`src/rtl/rf_sequencer.sv`:
```
// Multicycle instruction sequencer in front of a 4x8-bit register file.
// Moore FSM: IDLE -> DECODE -> (EXEC | IMM) -> WB, with sticky illegal-opcode error.
module rf_sequencer (
    input  logic       CLOCK_50,
    input  logic       resetn,
    input  logic [7:0] instr,
    input  logic       instr_valid,
    output logic       instr_ready,
    input  logic [7:0] dataA,
    input  logic [7:0] dataB,
    output logic [1:0] regA,
    output logic [1:0] regB,
    output logic [1:0] regW,
    output logic [7:0] dataW,
    output logic       RFWrite,
    output logic       flag_z,
    output logic       flag_n,
    output logic       flag_c,
    output logic       done,
    output logic       err
);

    localparam logic [2:0] S_IDLE   = 3'd0;
    localparam logic [2:0] S_DECODE = 3'd1;
    localparam logic [2:0] S_EXEC   = 3'd2;
    localparam logic [2:0] S_IMM    = 3'd3;
    localparam logic [2:0] S_WB     = 3'd4;

    localparam logic [3:0] OP_NOP  = 4'd0;
    localparam logic [3:0] OP_MOV  = 4'd1;
    localparam logic [3:0] OP_ADD  = 4'd2;
    localparam logic [3:0] OP_SUB  = 4'd3;
    localparam logic [3:0] OP_NAND = 4'd4;
    localparam logic [3:0] OP_SHL  = 4'd5;
    localparam logic [3:0] OP_SHR  = 4'd6;
    localparam logic [3:0] OP_LI   = 4'd7;

    logic [2:0] r_state;
    logic [2:0] w_next;
    logic [7:0] r_ir;
    logic [7:0] r_a;
    logic [7:0] r_b;
    logic [7:0] r_result;
    logic       r_z;
    logic       r_n;
    logic       r_c;
    logic       r_nz;
    logic       r_nn;
    logic       r_nc;
    logic       r_err;

    logic [3:0] w_op;
    logic       w_illegal;
    logic       w_flagop;
    logic [8:0] w_sum;
    logic [8:0] w_diff;
    logic [7:0] w_alu_res;
    logic       w_alu_c;

    assign w_op      = r_ir[7:4];
    assign w_illegal = w_op[3];
    assign w_flagop  = (w_op >= OP_ADD) && (w_op <= OP_SHR);
    assign w_sum     = {1'b0, r_a} + {1'b0, r_b};
    assign w_diff    = {1'b0, r_a} - {1'b0, r_b};

    always_comb begin
        w_alu_res = r_b;
        w_alu_c   = 1'b0;
        case (w_op)
            OP_MOV:  w_alu_res = r_b;
            OP_ADD:  begin w_alu_res = w_sum[7:0];  w_alu_c = w_sum[8];  end
            OP_SUB:  begin w_alu_res = w_diff[7:0]; w_alu_c = w_diff[8]; end
            OP_NAND: w_alu_res = ~(r_a & r_b);
            OP_SHL:  begin w_alu_res = {r_a[6:0], 1'b0}; w_alu_c = r_a[7]; end
            OP_SHR:  begin w_alu_res = {1'b0, r_a[7:1]}; w_alu_c = r_a[0]; end
            default: begin w_alu_res = r_b; w_alu_c = 1'b0; end
        endcase
    end

    always_comb begin
        w_next = r_state;
        case (r_state)
            S_IDLE:   if (instr_valid) w_next = S_DECODE;
            S_DECODE: begin
                if (w_op == OP_LI)
                    w_next = S_IMM;
                else if (w_illegal || (w_op == OP_NOP))
                    w_next = S_IDLE;
                else
                    w_next = S_EXEC;
            end
            S_EXEC:   w_next = S_WB;
            S_IMM:    if (instr_valid) w_next = S_WB;
            S_WB:     w_next = S_IDLE;
            default:  w_next = S_IDLE;
        endcase
    end

    // Flags are staged in EXEC and only become architectural in WB, so a reset
    // before write-back can never leave a partial flag update behind.
    always_ff @(posedge CLOCK_50 or negedge resetn) begin
        if (!resetn) begin
            r_state  <= S_IDLE;
            r_ir     <= 8'h00;
            r_a      <= 8'h00;
            r_b      <= 8'h00;
            r_result <= 8'h00;
            r_z      <= 1'b0;
            r_n      <= 1'b0;
            r_c      <= 1'b0;
            r_nz     <= 1'b0;
            r_nn     <= 1'b0;
            r_nc     <= 1'b0;
            r_err    <= 1'b0;
        end else begin
            r_state <= w_next;
            case (r_state)
                S_IDLE:   if (instr_valid) r_ir <= instr;
                S_DECODE: begin
                    r_a <= dataA;
                    r_b <= dataB;
                    if (w_illegal) r_err <= 1'b1;
                end
                S_EXEC: begin
                    r_result <= w_alu_res;
                    r_nz     <= (w_alu_res == 8'h00);
                    r_nn     <= w_alu_res[7];
                    r_nc     <= w_alu_c;
                end
                S_IMM:    if (instr_valid) r_result <= instr;
                S_WB: begin
                    if (w_flagop) begin
                        r_z <= r_nz;
                        r_n <= r_nn;
                        r_c <= r_nc;
                    end
                end
                default: ;
            endcase
        end
    end

    // err is visible in the same cycle as the illegal opcode's done pulse.
    assign instr_ready = (r_state == S_IDLE) || (r_state == S_IMM);
    assign regA        = r_ir[3:2];
    assign regB        = r_ir[1:0];
    assign regW        = r_ir[3:2];
    assign dataW       = r_result;
    assign RFWrite     = (r_state == S_WB);
    assign done        = (r_state == S_WB) ||
                         ((r_state == S_DECODE) && (w_illegal || (w_op == OP_NOP)));
    assign err         = r_err || ((r_state == S_DECODE) && w_illegal);
    assign flag_z      = r_z;
    assign flag_n      = r_n;
    assign flag_c      = r_c;

endmodule

```
`config.mk`:
```
export PLATFORM = sky130hd
export DESIGN_NAME = rf_sequencer
export DESIGN_NICKNAME = d
export VERILOG_FILES = /design/src/rtl/rf_sequencer.sv
export SDC_FILE = /design/constraint.sdc
export NUM_CORES = 1
export LEC_CHECK = 0
export ABC_AREA = 1
export CORE_ASPECT_RATIO = 2
export CORE_MARGIN = 2
export CORE_UTILIZATION = 54
export CTS_CLUSTER_DIAMETER = 40
export DETAILED_ROUTE_END_ITERATION = 10
export GPL_TIMING_DRIVEN = 0
export PLACE_DENSITY = 0.8
export SYNTH_ARGS = -nofsm -noshare
export SYNTH_HDL_FRONTEND = slang
export SYNTH_SLANG_ARGS = --single-unit
```
`constraint.sdc`:
```
create_clock -name CLOCK_50 -period 2.5 [get_ports CLOCK_50]
set_input_delay 0.375 -clock CLOCK_50 [delete_from_list [all_inputs] [get_ports CLOCK_50]]
set_output_delay 0.375 -clock CLOCK_50 [all_outputs]
set_load 0.03 [all_outputs]
```
==> results.cfg, run 1 <==
[sta]
skew_ps = 4.957
max_freq_mhz = 423.8
holdWs_ps = 375.3
worst_slew_pin_slew_ps = 544.6
rsz0062_at_grt = no
fin_crit_sh = 0.9438
slew_headroom = 0.6356
hold_violations = 0
period_minus_slack_ps = 2360
fin_tns_setup_ps = 0
setup_viol = 0
drv_slew = 0

[finish]
nNetsFinal = 527
final_cell_mix = nand2_1 (113), inv_1 (51), nand3_1 (49)
utilization = 0.6856
n_fill_cell = 508
drive_above_1_share = 0.1120
final-seq-area_um2 = 1051
antennaDiodeCount = 0
final_common_cell = nand2_1
syn_to_final_growth_pct = 22.27
multiInputGateArea_um2 = 1664

[route]
route.vias.total = 2957
wl_per_cell_um = 15.54
dr.pass1.iters = 5
drt_iter0_markers = 117
postRouteAntennaNets = 0
vias_per_cell = 5.456
drc_errors = 0
wl_mm = 8.423

[setup_path]
critPathCaptureType = output pin
path_cells = nor2_1 > nand2_2 > o21bai_1 > clkdlybuf4s50_1
cp.depth = 4
worst_ep_required_time_ps = 2120
cp.arrival_ps = 1980
ff2ff_path_depth = 14
critPathLaunchType = flop
path_delay_family = buffers and inverters
critPathMaxFanout = 9
slowest_stage = clkdlybuf4s50_1
slowest_delay_ps = 690
timing.critical_path.buf_inv = 1
worstSetupPathType = reg2out

[run]
maxCapViolCount = 0

[clock_network]
clk_latency_ps = 310
post_cts_buffers = 0
tritoncts = done
ctsHtreeMaxLevel = 2
clkTransAtPathRegs_ps = 90
clockRootBuffer = clkbuf_8
clk_path_buf_depth = 2
cts_inserted_buffers = 5
clock_sinks = 42

[worst_hold_path]
hp-class = in2async

[synthesis]
synth_top_cell_by_area = dfrtp_1
synth_cell_types = 35
synth_fp_nets = 471
syn_area_per_cell_um2 = 7.151
synth_seq_cells = 42
synth.area.top_cells = dfrtp_1 (35%), nand2_1 (14%), nand3_1 (8.1%), ha_1 (7.0%), inv_1 (6.3%)
netlist.area_leader.share = 0.3458
synthCells = 425
seq_area_frac_synth = 0.3458
ys_warn_count = 0
syn_area_um2 = 3039

[placement]
dp_hpwl_mm = 6.854
gp_congestion = 0.9571
numPortBuffers = 47

[pwr]
leakage_nw = 1.874
power_frac_comb = 0.692
swShare = 0.5325
clkPwrFrac = 0.086
p_per_area_nw_per_um2 = 1515
peakVddDrop_v = 0.001065
power_frac_seq = 0.222
switchingPower_mw = 2.998
internal_power_mw = 2.632

[floorplan]
placeableCoreArea_um2 = 5420
start_util = 0.5607
die_area_um2 = 6280
die_w_um = 57.05
io_pins = 48
fp-row-count = 38
dieHeight_um = 110.1

[global_routing]
grt_pass1_wl_mm = 14.27
grt_max_degree = 42
grt_usage = 0.3021
grt_pass1_vias = 3060
overflow = 0
antenna_found_initial = 0

[status]
outcome = finished, final reports clean
[cell usage after synthesis (all sizes together)]
master / n
inv: 55
nand3: 49
clkinv: 1
buf: 14
a21oi: 25
o22ai: 2
ha: 17
fa: 2
nor2: 37
o211ai: 1
a21o: 1
o32a: 1
o21ai: 34
nor3: 3
nand2: 121
nand3b: 2
nand4: 5
dfrtp: 42
and2: 1
mux2: 6
o21bai: 2
clkbuf: 4
[routing by layer]
layer | GRT usage | share of wire | vias to the layer above
li1 | - | - | 1476
met2 | 0.5640 | 0.54 | 93
met5 | 0 | 0 | -
met1 | 0.2906 | 0.36 | 1354
met4 | 0.2292 | 0.068 | 0
met3 | 0.03851 | 0.033 | 34
[layout make-up]
class / count / share of cell area
buffer: 18 / 0.03232
clock buffer: 6 / 0.02222
multi-input combinational: 309 / 0.4478
timing repair buffer: 49 / 0.1337
tap: 60 / 0.02020
inverter: 56 / 0.05758
clock inverter: 2 / 0.003367
sequential: 42 / 0.2828
[kinds of logic (layout without fill, tap and decap cells)]
| kind of cell | after synthesis | in the layout | synth area share |
|---|---|---|---|
| and+or+nand+nor | 218 | 218 | 0.3219 |
| buffers and inverters | 74 | 131 | 0.1099 |
| AOI/OAI and AO/OA | 66 | 66 | 0.1169 |
| adders and majority gates | 19 | 19 | 0.08316 |
| muxes | 6 | 6 | 0.02223 |
| DFF | 42 | 42 | 0.3458 |
[metrics by stage]
step                power, mW  instances  area, µm²  worst slack [ps]
floorplan               4.014        425       3039             630.5
global placement        5.079        532       3585             26.55
detailed placement      5.143        533       3600             131.4
CTS                     5.640        542       3711             3.320
global route            6.220        542       3716             25.02
finish                  5.631        542       3716             140.5
[power groups by stage]
stage	logic, mW	clock network [mW]	registers, mW
after floorplan	2.67	0	1.34
after global placement	3.83	0	1.25
after detailed placement	3.89	0	1.26
after CTS	3.90	0.489	1.25
after global routing	4.42	0.503	1.29
final	3.90	0.483	1.25
[final timing paths]
kind | startpoint | to | slack, ps
min in group CLOCK_50 | r_nz | r_nz | 480
worst max register to register | r_b[0] | r_nz | 170
worst min register to register | r_nz | r_nz | 480
worst max-delay path | r_state[2] | err | 140
worst min-delay path | resetn | r_ir[2] | 380
max in group asynchronous | resetn | r_a[4] | 1710
[flip-flops by register name (all words and copies together) (netlist names)]
signal and count:
dataW 8, r_a 8, r_b 8, r_ir 8, r_state 3, flag_c 1
flag_n 1, flag_z 1, r_err 1, r_nc 1, r_nn 1, r_nz 1
[worst reg2reg max path: stages, from the launching register on]
cell and delay (ps):
dfrtp_1 490, ha_1 270, inv_1 70, fa_1 410, nor2_1 130, nor2_1 50
nand2_1 60, nand2_1 50, nor2_1 90, nand3_1 180, nor2_1 140, nand2_1 70
nor2_2 100, nand4_1 100, nand2_1 70
[what timing repair did]
action | CTS | global route
endpoints found under the setup margin | 2 | 2
hold endpoints to repair | 1 | 0
hold buffers | 1 | 0
resized for setup | 3 | 2
Power figures use the tool's default switching activity.
==> run 2, diff against run 1 <==
--- a/config.mk
+++ b/config.mk
@@ -13,6 +13,7 @@
 export DETAILED_ROUTE_END_ITERATION = 10
 export GPL_TIMING_DRIVEN = 0
 export PLACE_DENSITY = 0.8
+export REMOVE_ABC_BUFFERS = 1
 export SYNTH_ARGS = -nofsm -noshare
 export SYNTH_HDL_FRONTEND = slang
 export SYNTH_SLANG_ARGS = --single-unit
==> results.cfg, run 2 (same netlist as run 1, synthesis figures left out) <==
[floorplan]
start_util = 0.5607
placeableCoreArea_um2 = 5420
fp-row-count = 38
die_area_um2 = 6280
die_w_um = 57.05
dieHeight_um = 110.1
io_pins = 48

[finish]
fin_area_um2 = 3563
final_cell_mix = nand2_1 (114), inv_1 (51), nand3_1 (49)
syn_to_final_growth_pct = 17.25
fin_cells = 522
antennaDiodeCount = 0
utilization = 0.6574
final_common_cell = nand2_1
drive_above_1_share = 0.08009
nNetsFinal = 508

[setup_path]
critPathCaptureType = output pin
worst_ep_required_time_ps = 2120
cp.arrival_ps = 2020
path_delay_family = buffers and inverters
slowest_delay_ps = 690
worstSetupPathType = reg2out
cp.depth = 4
slowest_stage = clkdlybuf4s50_1
ff2ff_path_depth = 13
timing.critical_path.buf_inv = 1
critPathLaunchType = flop
path_cells = nor2_1 > nand2_1 > o21bai_1 > clkdlybuf4s50_1
critPathMaxFanout = 9

[global_routing]
overflow = 0
antenna_found_initial = 0
grt_max_degree = 30
grt_pass1_vias = 2921
grt_pass1_wl_mm = 13.45
grt_usage = 0.2793

[pwr]
power_frac_comb = 0.680
clkPwrFrac = 0.079
leakage_nw = 1.777
swShare = 0.5452
internal_power_mw = 2.456
p_per_area_nw_per_um2 = 1516
switchingPower_mw = 2.945
power_frac_seq = 0.241
power_mw = 5.401
peakVddDrop_v = 0.001123

[placement]
gp_congestion = 0.9484
place_area_um2 = 3480
preCtsSetupSlack_ps = 113.2
numPortBuffers = 47
dp_cells = 515
dp_hpwl_mm = 6.602

[route]
drc_errors = 0
drt_iter0_markers = 123
wl_mm = 8.182
dr.pass1.iters = 4
wl_per_cell_um = 15.67
postRouteAntennaNets = 0
vias_per_cell = 5.554
route.vias.total = 2899

[worst_hold_path]
hp-class = in2async

[sta]
hold_violations = 0
worst_slew_pin_slew_ps = 753.7
holdWs_ps = 5.709
setup_viol = 0
rsz0062_at_grt = no
fin_tns_setup_ps = 0
period_minus_slack_ps = 2395
drv_slew = 0
layout_setup_ws_ps = 105.4
skew_ps = 4.992
max_freq_mhz = 417.6
fin_crit_sh = 0.9578
slew_headroom = 0.4970

[clock_network]
cts_inserted_buffers = 5
clockRootBuffer = clkbuf_8
clk_path_buf_depth = 2
post_cts_buffers = 0
clock_sinks = 42
tritoncts = done
ctsHtreeMaxLevel = 2
clk_latency_ps = 300
clkTransAtPathRegs_ps = 80

[run]
maxCapViolCount = 0

[status]
outcome = finished, final reports clean
==> run 2: cell types whose count changed in the layout (fill, tap and decap cells not counted), sizes merged <==
cell	before	now
buf	16	2
clkbuf	10	5
clkinv	2	3
clkinvlp	1	0
dlygate4sd2	1	2
dlygate4sd3	1	0
dlymetal6s2s	1	0
==> run 2: power by group through the flow <==
stage          combinational, mW  sequential, mW  clock, mW
2_1_floorplan               2.35            1.48          0
3_3_place_gp                3.59            1.29          0
3_5_place_dp                3.64            1.31          0
4_1_cts                     3.65            1.30      0.440
5_1_grt                     4.10            1.34      0.456
6_report                    3.67            1.30      0.427
==> run 2: routing by layer <==
layer	global-route usage	part of all wire	vias up
li1	-	-	1432
met1	0.2874	0.37	1358
met2	0.5296	0.55	86
met3	0.03734	0.036	23
met4	0.1512	0.040	0
met5	0	0	-
==> run 2: cell type report <==
cell class	instances	area, µm²
clock buffers	5	68.82
clock inverters	2	10.01
fillers	517	1857
inverters	56	214.0
multi-input cells	309	1662
flip-flops and latches	42	1051
well taps	60	75.07
repair buffers	48	483.0
==> run 2: what timing repair did <==
action | 4_1_cts | 5_1_grt
hold buffers | 0 | 0
endpoints found under the setup margin | 2 | 0
resized for setup | 4 | 0
==> run 2: final timing paths <==
path                                 start        to  slack (ps)
worst min register to register       r_err     r_err         490
max in group asynchronous           resetn   r_ir[1]        2010
worst max register to register      r_a[0]  dataW[6]         270
worst min-delay path                resetn    r_a[5]           6
worst max-delay path            r_state[2]       err         110
min in group CLOCK_50                r_err     r_err         490
==> run 2: worst reg2reg max path, stage by stage, from the launching register on <==
cell	delay [ps]
dfrtp_1	390
inv_1	130
ha_1	230
fa_1	400
inv_1	100
nand3_1	110
nand2_1	120
nand2_1	90
nand2_1	90
nand2_1	50
nand3_1	80
nand3_1	110
a21oi_1	150
o21ai_1	70
==> run 3, diff against run 2 <==
--- a/config.mk
+++ b/config.mk
@@ -12,6 +12,7 @@
 export CTS_CLUSTER_DIAMETER = 40
 export DETAILED_ROUTE_END_ITERATION = 10
 export GPL_TIMING_DRIVEN = 0
+export MAX_ROUTING_LAYER = met4
 export PLACE_DENSITY = 0.8
 export REMOVE_ABC_BUFFERS = 1
 export SYNTH_ARGS = -nofsm -noshare
==> results.cfg, run 3 (same netlist as run 1, synthesis figures left out) <==
[setup_path]
slowest_delay_ps = 690
critPathMaxFanout = 9
r2r_slack_ps = 290
critPathLaunchType = flop
slowest_stage = clkdlybuf4s50_1
cp.arrival_ps = 1990
ff2ff_path_depth = 13
crit_start = r_state[2]
path_cells = nor2_1 > nand2_1 > o21bai_1 > clkdlybuf4s50_1
worstSetupPathType = reg2out
worstReg2RegStart = r_a[0]
critPathCaptureType = output pin
r2r-end = dataW[6]
worst_ep_required_time_ps = 2120

[route]
vias_per_cell = 5.370
drt_iter0_markers = 131
drc_errors = 0
wl_mm = 7.911
wl_per_cell_um = 15.16
dr.pass1.iters = 4
route.vias.total = 2803
postRouteAntennaNets = 0

[global_routing]
grt_pass1_wl_mm = 12.92
grt_pass1_vias = 2800
grt.met1_usage = 0.2762
met3_usage = 0.04201
grt_usage = 0.2764
overflow = 0
grt_util_met2 = 0.4992
busiest_layer = met2
grt_max_degree = 30
antenna_found_initial = 0

[sta]
fin_crit_sh = 0.9479
skew_ps = 9.787
period_minus_slack_ps = 2370
max_freq_mhz = 422.0
rsz0062_at_grt = no
setup_viol = 0
fin_tns_setup_ps = 0
worst_slew_pin_slew_ps = 731.6
drv_slew = 0
hold_violations = 0
slew_headroom = 0.5117
layout_setup_ws_ps = 130.2

[clock_network]
clockRootBuffer = clkbuf_8
clock_sinks = 42
clk_latency_ps = 300
tritoncts = done
clk_path_buf_depth = 2
post_cts_buffers = 0
ctsHtreeMaxLevel = 2
clkTransAtPathRegs_ps = 90
cts_inserted_buffers = 5

[floorplan]
fp-row-count = 38
io_pins = 48
dieHeight_um = 110.1
placeableCoreArea_um2 = 5420
die_w_um = 57.05
die_area_um2 = 6280
start_util = 0.5607

[finish]
final-seq-area_um2 = 1051
final_common_cell = nand2_1
final_cell_mix = nand2_1 (114), inv_1 (51), nand3_1 (49)
n_fill_cell = 488
fin_cells = 522
syn_to_final_growth_pct = 17.50
antennaDiodeCount = 0
drive_above_1_share = 0.08009
utilization = 0.6588
multiInputGateArea_um2 = 1662
nNetsFinal = 508

[status]
outcome = finished, final reports clean

[pwr]
peakVddDrop_v = 0.001063
p_per_area_nw_per_um2 = 1503
leakage_nw = 1.780
power_mw = 5.366

[placement]
dp_hpwl_mm = 6.352
gp_congestion = 0.9686
dp_cells = 515
preCtsSetupSlack_ps = 144.2
numPortBuffers = 47

[worst_hold_path]
hp-class = in2async

[run]
maxCapViolCount = 0
==> run 3: critical path, delay by kind of cell (launching register included) <==
| kind | cells | cell delay (ps) |
|---|---|---|
| and+or+nand+nor | 2 | 400 |
| buffers and inverters | 1 | 690 |
| DFF | 1 | 410 |
| AOI/OAI and AO/OA | 1 | 200 |
==> run 3: layout make-up <==
class / count / area share
multi-input combinational: 309 / 0.4653
sequential: 42 / 0.2943
timing repair buffer: 48 / 0.1374
inverter: 56 / 0.05992
tap: 60 / 0.02102
clock buffer: 5 / 0.01927
clock inverter: 2 / 0.002803
==> run 3: layer usage <==
layer,routed length (µm),vias up
met2,4279,68
met3,275,21
met4,319,0
met1,3037,1282
li1,-,1432
met5,0,-
==> run 3: stage by stage <==
step | instance area [µm²] | hold slack (ps)
after floorplan | 2919 | 79.41
after global routing | 3571 | 61.64
after CTS | 3571 | 34.33
after global placement | 3465 | 453.8
final | 3571 | 21.51
after detailed placement | 3487 | 370.7
==> run 3: how the worst max path moves through the flow <==
| stage | end | slack (ps) |
|---|---|---|
| after floorplan | done | 610 |
| after global placement | dataW[0] | -60 |
| after detailed placement | instr_ready | 140 |
| after CTS | err | 100 |
| after global routing | err | 10 |
| final | err | 130 |
==> run 3: timing repair <==
action                     CTS  global route
setup endpoints to repair    2             0
hold buffers                 0             0
gates resized for setup      4             0
==> run 3: power by group <==
part           switching, mW  internal [mW]
clock                  0.247          0.188
combinational           2.36           1.28
sequential             0.302          0.992
total                   2.91           2.46
